==> config.mk <==
export PLATFORM = sky130hd
export DESIGN_NAME = lpf_channel_scheduler
export DESIGN_NICKNAME = d
export VERILOG_FILES = /design/src/rtl/lpf_channel_scheduler.sv
export SDC_FILE = /design/constraint.sdc
export NUM_CORES = 1
export LEC_CHECK = 0
export CAP_MARGIN = 20
export CELL_PAD_IN_SITES_DETAIL_PLACEMENT = 2
export CELL_PAD_IN_SITES_GLOBAL_PLACEMENT = 2
export CORE_ASPECT_RATIO = 1.2
export CORE_MARGIN = 2
export CORE_UTILIZATION = 32
export CTS_CLUSTER_SIZE = 30
export DETAILED_ROUTE_END_ITERATION = 10
export PLACE_DENSITY_LB_ADDON = 0.1
export SETUP_SLACK_MARGIN = 0.4
export SYNTH_ARGS = -nofsm -noshare
export SYNTH_HDL_FRONTEND = slang
export SYNTH_SLANG_ARGS = --single-unit
==> constraint.sdc <==
create_clock -name clk -period 4.7 [get_ports clk]
set_clock_uncertainty 0.1 [all_clocks]
set_input_delay 0.705 -clock clk [delete_from_list [all_inputs] [get_ports clk]]
set_output_delay 0.705 -clock clk [all_outputs]
set_load 0.01 [all_outputs]
==> src/rtl/lpf_channel_scheduler.sv <==
`default_nettype none
// ============================================================================
// Module   : lpf_channel_scheduler
// Desc     : Round-robin time-multiplexed first-order RC low-pass over NUM_CH
//            channels; optional per-channel alpha via LPF_SCHED_CH_ALPHA_EN.
// Revision : 1.0 - initial release
// ============================================================================
module lpf_channel_scheduler #(
    parameter  int NUM_CH = 4,
    parameter  int W      = 16,
    parameter  int W_FRAC = 8,
    parameter  int ALPHA  = 16'h40,
    localparam int CH_W   = $clog2(NUM_CH)
) (
    input  logic                clk,
    input  logic                rst_n,
`ifdef LPF_SCHED_CH_ALPHA_EN
    input  logic                cfg_we,
    input  logic [CH_W-1:0]     cfg_ch,
    input  logic [W-1:0]        cfg_alpha,
`endif
    input  logic [NUM_CH*W-1:0] x_data,
    input  logic [NUM_CH-1:0]   x_valid,
    output logic [NUM_CH-1:0]   x_ready,
    output logic [W-1:0]        y_data,
    output logic [CH_W-1:0]     y_ch,
    output logic                y_valid,
    input  logic                y_ready,
    input  logic                clear,
    output logic                busy
);

    localparam int ONE = 1 << W_FRAC;

    typedef enum logic [1:0] {
        S_IDLE = 2'd0,
        S_CALC = 2'd1,
        S_OUT  = 2'd2
    } fsm_t;

    fsm_t                  r_fsm;
    fsm_t                  w_fsm_nxt;
    logic signed [W-1:0]   r_st [NUM_CH];
    logic signed [W-1:0]   w_x  [NUM_CH];
    logic signed [W-1:0]   r_x;
    logic [CH_W-1:0]       r_g;
    logic [CH_W-1:0]       r_last;
    logic [CH_W-1:0]       w_gnt;
    logic                  w_found;
    logic [W-1:0]          w_alpha;
    logic signed [W+1:0]   w_ca;
    logic signed [W+1:0]   w_cs;
    logic signed [2*W+1:0] w_acc;
    logic [W-1:0]          w_y;
    logic                  w_unused_acc;

    genvar gi;
    generate
        for (gi = 0; gi < NUM_CH; gi++) begin : g_unpack
            assign w_x[gi] = x_data[gi*W +: W];
        end
    endgenerate

    function automatic logic [CH_W-1:0] wrap_inc(input logic [CH_W-1:0] base, input int k);
        int t;
        t = int'(base) + k;
        if (t >= NUM_CH) t = t - NUM_CH;
        return CH_W'(t);
    endfunction

    // Scan starts one past the last served channel so every channel gets its turn.
    always_comb begin
        w_found = 1'b0;
        w_gnt   = '0;
        for (int k = 1; k <= NUM_CH; k++) begin
            if (!w_found && x_valid[wrap_inc(r_last, k)]) begin
                w_found = 1'b1;
                w_gnt   = wrap_inc(r_last, k);
            end
        end
    end

    always_comb begin
        x_ready = '0;
        if (r_fsm == S_IDLE && w_found) x_ready[w_gnt] = 1'b1;
    end

    assign busy = (r_fsm != S_IDLE);

`ifdef LPF_SCHED_CH_ALPHA_EN
    logic [W-1:0] r_alpha [NUM_CH];

    always_ff @(posedge clk or negedge rst_n) begin
        if (!rst_n) begin
            for (int i = 0; i < NUM_CH; i++) r_alpha[i] <= W'(ALPHA);
        end else if (cfg_we) begin
            r_alpha[cfg_ch] <= (cfg_alpha > W'(ONE)) ? W'(ONE) : cfg_alpha;
        end
    end

    assign w_alpha = r_alpha[r_g];
`else
    assign w_alpha = W'(ALPHA);
`endif

    // Both coefficients are non-negative and sum to ONE, so the sum cannot overflow.
    always_comb begin
        w_ca  = $signed({2'b00, w_alpha});
        w_cs  = $signed((W+2)'(ONE)) - w_ca;
        w_acc = (2*W+2)'(w_cs) * (2*W+2)'(r_st[r_g])
              + (2*W+2)'(w_ca) * (2*W+2)'(r_x);
        w_y   = w_acc[W_FRAC +: W];
    end

    assign w_unused_acc = ^{w_acc[2*W+1:W_FRAC+W], w_acc[W_FRAC-1:0]};

    always_ff @(posedge clk or negedge rst_n) begin
        if (!rst_n) r_fsm <= S_IDLE;
        else        r_fsm <= w_fsm_nxt;
    end

    always_comb begin
        w_fsm_nxt = r_fsm;
        if (clear) begin
            w_fsm_nxt = S_IDLE;
        end else begin
            case (r_fsm)
                S_IDLE:  if (w_found) w_fsm_nxt = S_CALC;
                S_CALC:  w_fsm_nxt = S_OUT;
                S_OUT:   if (y_ready) w_fsm_nxt = S_IDLE;
                default: w_fsm_nxt = S_IDLE;
            endcase
        end
    end

    always_ff @(posedge clk or negedge rst_n) begin
        if (!rst_n) begin
            for (int i = 0; i < NUM_CH; i++) r_st[i] <= '0;
            r_x     <= '0;
            r_g     <= '0;
            r_last  <= CH_W'(NUM_CH - 1);
            y_data  <= '0;
            y_ch    <= '0;
            y_valid <= 1'b0;
        end else if (clear) begin
            for (int i = 0; i < NUM_CH; i++) r_st[i] <= '0;
            r_last  <= CH_W'(NUM_CH - 1);
            y_valid <= 1'b0;
        end else begin
            case (r_fsm)
                S_IDLE: begin
                    if (w_found) begin
                        r_x <= w_x[w_gnt];
                        r_g <= w_gnt;
                    end
                end
                S_CALC: begin
                    r_st[r_g] <= w_y;
                    y_data    <= w_y;
                    y_ch      <= r_g;
                    y_valid   <= 1'b1;
                end
                S_OUT: begin
                    if (y_ready) begin
                        y_valid <= 1'b0;
                        r_last  <= r_g;
                    end
                end
                default: ;
            endcase
        end
    end

endmodule
`default_nettype wire
==> results of run 1 <==
[what timing repair did]
| item | in CTS | in global routing |
|---|---|---|
| endpoints found under the hold margin | 0 | 0 |
| pin swaps | 37 | 24 |
| resized for setup | 80 | 32 |
| setup buffers | 16 | 8 |
| gates cloned | 1 | 0 |
| endpoints found under the setup margin | 51 | 63 |
[cell usage in the layout (no fill, tap or decap), drive strengths merged, types with 20 or more instances in the layout]
cell type | netlist | layout
a21oi | 20 | 20
a22o | 54 | 54
buf | 9 | 87
clkdlybuf4s50 | 0 | 94
dfrtp | 103 | 103
ha | 45 | 45
mux2 | 24 | 24
mux2i | 50 | 50
nand2 | 54 | 54
nor2 | 21 | 21
o21ai | 23 | 23
[power by group through the flow]
stage	logic (mW)	clock network, mW	registers, mW
floorplan	1.03	0	1.21
global placement	1.81	0	1.21
detailed placement	1.87	0	1.21
CTS	2.30	0.787	1.20
global route	2.77	0.836	1.23
finish	2.60	0.782	1.21
[critical path, stage by stage, from the launching register on]
cell	delay [ns]
dfrtp_2	0.42
buf_12	0.14
buf_4	0.11
mux4_2	0.57
ha_1	0.37
ha_2	0.23
buf_4	0.16
o211ai_1	0.25
nand2_1	0.14
a31o_2	0.28
a21oi_2	0.14
xnor2_1	0.18
ha_1	0.34
a21o_1	0.25
a31oi_4	0.20
o21ai_2	0.10
a31oi_4	0.24
o21bai_4	0.12
xor2_4	0.18
mux2_4	0.27
[kinds of logic (layout without fill, tap and decap cells)]
family	after synthesis	count (layout)	synth area share, %
AND/OR/NAND/NOR	124	124	9.06
flip-flops	105	105	41.2
AO/OA/AOI/OAI	147	147	17.1
multiplexers	90	90	17.7
XOR/XNOR	25	25	3.43
buffers and inverters	37	206	2.29
adder cells (fa/ha/maj)	46	46	9.14
[path summary, 6_finish.rpt]
| check | to | depth (start not counted) | slack, ns |
|---|---|---|---|
| setup / recovery | y_data[14] | 19 | -0.23 |
| hold / removal | y_data[4] | 1 | 0.36 |
| setup reg to reg | y_data[14] | 19 | -0.23 |
| hold reg to reg | y_data[4] | 1 | 0.39 |
| max in group asynchronous | r_last[0] | 2 | 3.12 |
| min in group clk | y_data[4] | 1 | 0.39 |
[flip-flops by register name, summed over array words and instances (netlist names)]
name and cells:
y_valid 1, y_ch 2, r_g 2, r_fsm 2
r_x 16, y_data 16, r_st 64, r_last 2
[through the flow]
| step | worst slack, ns | setup TNS (ns) | cells | hold slack [ns] |
|---|---|---|---|---|
| floorplan | 0.282 | 0 | 574 | 0.309 |
| global placement | -0.0641 | -0.170 | 963 | 0.361 |
| detailed placement | -0.139 | -1.97 | 963 | 0.363 |
| CTS | 0.125 | 0 | 996 | 0.394 |
| global route | -0.332 | -6.54 | 1004 | 0.405 |
| finish | -0.231 | -3.47 | 1004 | 0.365 |
[layer usage]
layer  track usage (%)  part of all wire [%]
met5                 0                     0
met4              5.89                   1.8
met3              3.92                   3.7
met2              42.2                    49
met1              29.1                    45
[final cells by class]
cell class / instances / area (µm²)
Clock buffer: 9 / 225
Fill cell: 1908 / 10200
Multi-Input combinational cell: 432 / 4320
Tap cell: 261 / 327
Timing Repair Buffer: 181 / 1710
Inverter: 9 / 33.8
Clock inverter: 7 / 75.1
Sequential cell: 105 / 2630
==> flow_metrics.env, run 1 <==
export IMPL_outcome="finished with violations"
export IMPL_violations="negative setup slack"
export IMPL_ys_types=51
export IMPL_cts_max_path_buffers=2
export IMPL_internal_power_mw=2.73
export IMPL_cts_root_buf="clkbuf_16"
export IMPL_crit_required_ns=4.85
export IMPL_grt_usage_pct=23.4
export IMPL_synth_cells=574
export IMPL_final_core_util_pct=47.7
export IMPL_finalNetCount=856
export IMPL_setup_viol=25
export IMPL_vias=5501
export IMPL_numCtsBuffers=9
export IMPL_initialDrtViolationCount=272
export IMPL_numPortBuffers=95
export IMPL_cts_hold_buf=0
export IMPL_drive_above_1_share_pct=30.4
export IMPL_crit_start="r_g[0]"
export IMPL_die_h_um=159
export IMPL_viasPerCell=5.48
export IMPL_worstMarginPinSlew_ns=1.08
export IMPL_async_reset_ff_share_pct=100
export IMPL_cap_violations=0
export IMPL_rr_startpoint="r_g[0]"
export IMPL_syn_area_per_cell_um2=11.1
export IMPL_synth_area_leaders="dfrtp_1 40%, ha_1 8.8%, mux2i_1 7.8%"
export IMPL_io_pins=96
export IMPL_initial_core_util_pct=32.6
export IMPL_post_route_min_period_ns=4.93
export IMPL_p_leak_nw=4.16
export IMPL_rsz0062_at_grt="yes"
export IMPL_synth_common_cells="103 x dfrtp_1, 54 x a22o_1, 54 x nand2_1"
export IMPL_setup_ws_ns=-0.231
export IMPL_yosysMostFrequentCell="dfrtp_1"
export IMPL_drtAntennaViolNets=0
export IMPL_total_power_mw=4.59
export IMPL_synth_edf_count=0
export IMPL_arrival_ns=5.08
export IMPL_area_growth_pct=46.1
export IMPL_pwr_share_seq_pct=26.4
export IMPL_fin_crit_sh_pct=105
export IMPL_htreeDepth=3
export IMPL_p_switching_mw=1.87
export IMPL_wl_per_cell_um=24.4
export IMPL_synth_ff_type="dfrtp_1"
export IMPL_drt_pass1_iter_count=4
export IMPL_drc=0
export IMPL_grt_overflow=0
export IMPL_synth_top_area_share_pct=40.4
export IMPL_final_area_um2=9320
export IMPL_clock_sinks=105
export IMPL_crit_path_max_fanout=6
export IMPL_globalplace_congestion=0.834
export IMPL_drt_total_wl_mm=24.5
export IMPL_path_class="register to register"
export IMPL_first_global_vias=6328
export IMPL_syn_cell_area_um2=6380
export IMPL_pwr_share_clk_pct=17.0
export IMPL_chipWidth_um=133
export IMPL_core_area_um2=19500
export IMPL_p_sw_share_pct=40.7
export IMPL_combPwrFrac_pct=56.6
export IMPL_yosysWarnings=0
export IMPL_grt_pass1_wl_mm=37.9
export IMPL_place_area_um2=8150
export IMPL_rows=56
export IMPL_dpl_hpwl_mm=15.8
export IMPL_die_area_um2=21100
export IMPL_ir_drop_mv=0.194
export IMPL_ys_seq_area_share_pct=41.2
export IMPL_grt_max_degree=76
export IMPL_slew_headroom_pct=27.7
export IMPL_cts_tree="built"
export IMPL_clk_pin_slew_ns=0.08
export IMPL_synth_seq_cells=105
export IMPL_num_antenna_cells=0
export IMPL_power_density_nw_per_um2=493
export IMPL_fmax_ghz=0.203
export IMPL_antenna_found_initial=0
export IMPL_clock_latency_ns=0.36
export IMPL_yosys_area_top_type="dfrtp_1"
export IMPL_synth_fp_nets=692
export IMPL_start_kind="register"
export IMPL_maxSlewViolCount=0
export IMPL_hold_viol_final=0
export IMPL_hp_class="input pin to asynchronous set/reset pin"
export IMPL_critPathCaptureType="register"
(Power assumes the default switching activity.)
==> inputs of run 2 (changes only) <==
Settings changed: CORE_MARGIN 2 to 5.
==> flow_metrics.env, run 2 (same netlist as run 1, synthesis figures left out) <==
export IMPL_top_register="r_st"
export IMPL_die_h_um=165
export IMPL_max_stage_delay_ns=0.59
export IMPL_worstPathCellList="buf_6 > mux4_2 > ha_4 > ha_4 > inv_2 > fa_2 > nor2b_2 > o21a_1 > o21ai_2 > a21oi_2 > buf_4 > o221a_4 > xor2_1 > ha_4 > buf_4 > nand2_1 > nor2_2 > a31oi_1 > buf_4 > o21bai_4 > xor2_4 > mux2_4"
export IMPL_globalplace_congestion=0.870
export IMPL_chipWidth_um=139
export IMPL_first_global_vias=6309
export IMPL_top_regs="r_st: 64 flops, r_x: 16 flops, y_data: 16 flops"
export IMPL_use_met2_pct=37.3
export IMPL_cts_tree="built"
export IMPL_viasPerCell=5.46
export IMPL_largest_reg_flops=64
export IMPL_dp_slack_ns=-0.212
export IMPL_grt_max_degree=81
export IMPL_die_area_um2=22900
export IMPL_hold_viol_final=0
export IMPL_finalNetCount=861
export IMPL_cts_root_buf="clkbuf_16"
export IMPL_numCtsBuffers=9
export IMPL_drt_total_wl_mm=25.1
export IMPL_crit_path_max_fanout=7
export IMPL_grt_pass1_wl_mm=37.3
export IMPL_initial_core_util_pct=32.5
export IMPL_wl_per_cell_um=24.9
export IMPL_worstMarginPinSlew_ns=1.12
export IMPL_gr_usage_met1_pct=26.6
export IMPL_arrival_ns=5.12
export IMPL_mostFrequentLayoutCells="103 x dfrtp_1, 94 x clkdlybuf4s50_1, 78 x buf_4"
export IMPL_clock_sinks=105
export IMPL_start_kind="register"
export IMPL_num_antenna_cells=0
export IMPL_post_route_min_period_ns=4.98
export IMPL_drt_pass1_iter_count=6
export IMPL_internal_power_mw=2.80
export IMPL_grt_usage_pct=20.8
export IMPL_critPathSlowestCell="mux4_2"
export IMPL_combPwrFrac_pct=55.6
export IMPL_cts_max_path_buffers=2
export IMPL_pwr_share_clk_pct=18.4
export IMPL_critPathCaptureType="register"
export IMPL_fmax_ghz=0.201
export IMPL_setup_ws_ns=-0.277
export IMPL_crit_required_ns=4.85
export IMPL_area_growth_pct=45.9
export IMPL_p_switching_mw=1.83
export IMPL_clock_latency_ns=0.36
export IMPL_p_leak_nw=4.17
export IMPL_power_density_nw_per_um2=497
export IMPL_layout_commonest_cell="dfrtp_1"
export IMPL_final_cells=1009
export IMPL_top_usage_layer="met2"
export IMPL_core_area_um2=19600
export IMPL_hp_class="input pin to asynchronous set/reset pin"
export IMPL_slew_headroom_pct=25.2
export IMPL_numPortBuffers=95
export IMPL_drive_above_1_share_pct=32.0
export IMPL_antenna_found_initial=0
export IMPL_path_class="register to register"
export IMPL_cap_violations=0
export IMPL_rows=56
export IMPL_drc=0
export IMPL_pwr_share_seq_pct=26.0
export IMPL_outcome="finished with violations"
export IMPL_cts_hold_buf=0
export IMPL_io_pins=96
export IMPL_initialDrtViolationCount=194
export IMPL_clk_pin_slew_ns=0.07
export IMPL_setup_viol=31
export IMPL_ir_drop_mv=0.213
export IMPL_violations="negative setup slack"
export IMPL_vias=5511
export IMPL_use_met3_pct=2.49
export IMPL_fin_crit_sh_pct=106
export IMPL_p_sw_share_pct=39.5
export IMPL_dpl_hpwl_mm=16.1
export IMPL_htreeDepth=3
export IMPL_grt_overflow=0
export IMPL_rsz0062_at_grt="yes"
export IMPL_maxSlewViolCount=0
export IMPL_dp_cells=963
export IMPL_drtAntennaViolNets=0
-- run 2: metal layers --
layer | share of wire (%) | up-vias
met5 | 0 | -
met4 | 1.7 | 0
met3 | 2.6 | 22
met2 | 51 | 140
met1 | 44 | 2860
li1 | - | 2489
-- run 2: power by group through the flow --
stage | Sequential (mW) | Clock, mW | Combinational [mW]
finish | 1.21 | 0.851 | 2.57
global placement | 1.20 | 0 | 1.82
CTS | 1.20 | 0.868 | 2.22
global route | 1.23 | 0.903 | 2.74
floorplan | 1.21 | 0 | 1.03
detailed placement | 1.22 | 0 | 1.88
-- run 2: final cells by class --
| class | instances | area, µm² |
|---|---|---|
| tap | 261 | 327 |
| sequential | 105 | 2630 |
| fill | 1963 | 10300 |
| timing repair buffer | 186 | 1710 |
| inverter | 9 | 33.8 |
| multi-input combinational | 432 | 4290 |
| clock buffer | 11 | 233 |
| clock inverter | 5 | 86.3 |
-- run 2: timing repair --
item,CTS,global route
endpoints found under the setup margin,60,65
gates resized for setup,56,63
setup buffers,17,12
pin swaps,32,44
-- run 2: worst paths after layout --
kind / start / end / slack (ns) / depth (start not counted)
max in group asynchronous: rst_n / r_st[63] / 3.55 / 2
hold / removal: rst_n / r_st[32] / 0.21 / 1
hold reg to reg: y_data[3] / y_data[3] / 0.38 / 2
min in group clk: y_data[3] / y_data[3] / 0.38 / 2
setup reg to reg: r_g[0] / y_data[14] / -0.28 / 22
setup / recovery: r_g[0] / y_data[14] / -0.28 / 22
-- run 2: worst max-delay path, delay by kind of cell (launching register included) --
kind	cells	cell delay (ns)
simple gates	3	0.34
xor+xnor	2	0.46
compound gates	6	0.96
mux	2	0.86
fa+ha+maj	4	1.11
flops	1	0.37
buf+inv	5	0.64
-- run 2: stage by stage --
stage | instance area, µm² | setup TNS (ns) | hold slack (ns) | power, mW | util, %
2_1_floorplan | 6480 | 0 | 0.309 | 2.24 | -
3_3_place_gp | 8140 | -0.00354 | 0.360 | 3.02 | 41.5
3_5_place_dp | 8140 | -3.34 | 0.368 | 3.10 | 41.5
4_1_cts | 8870 | 0 | 0.392 | 4.30 | 45.2
5_1_grt | 9310 | -10.40 | 0.242 | 4.87 | 47.4
6_report | 9310 | -4.17 | 0.206 | 4.63 | 47.4
==> inputs of run 3 (changes only) <==
Settings changed: CTS_CLUSTER_SIZE 30 to 40.
==> results of run 3 <==
No change in the layout: final DEF, timing and power equal those of run 2.
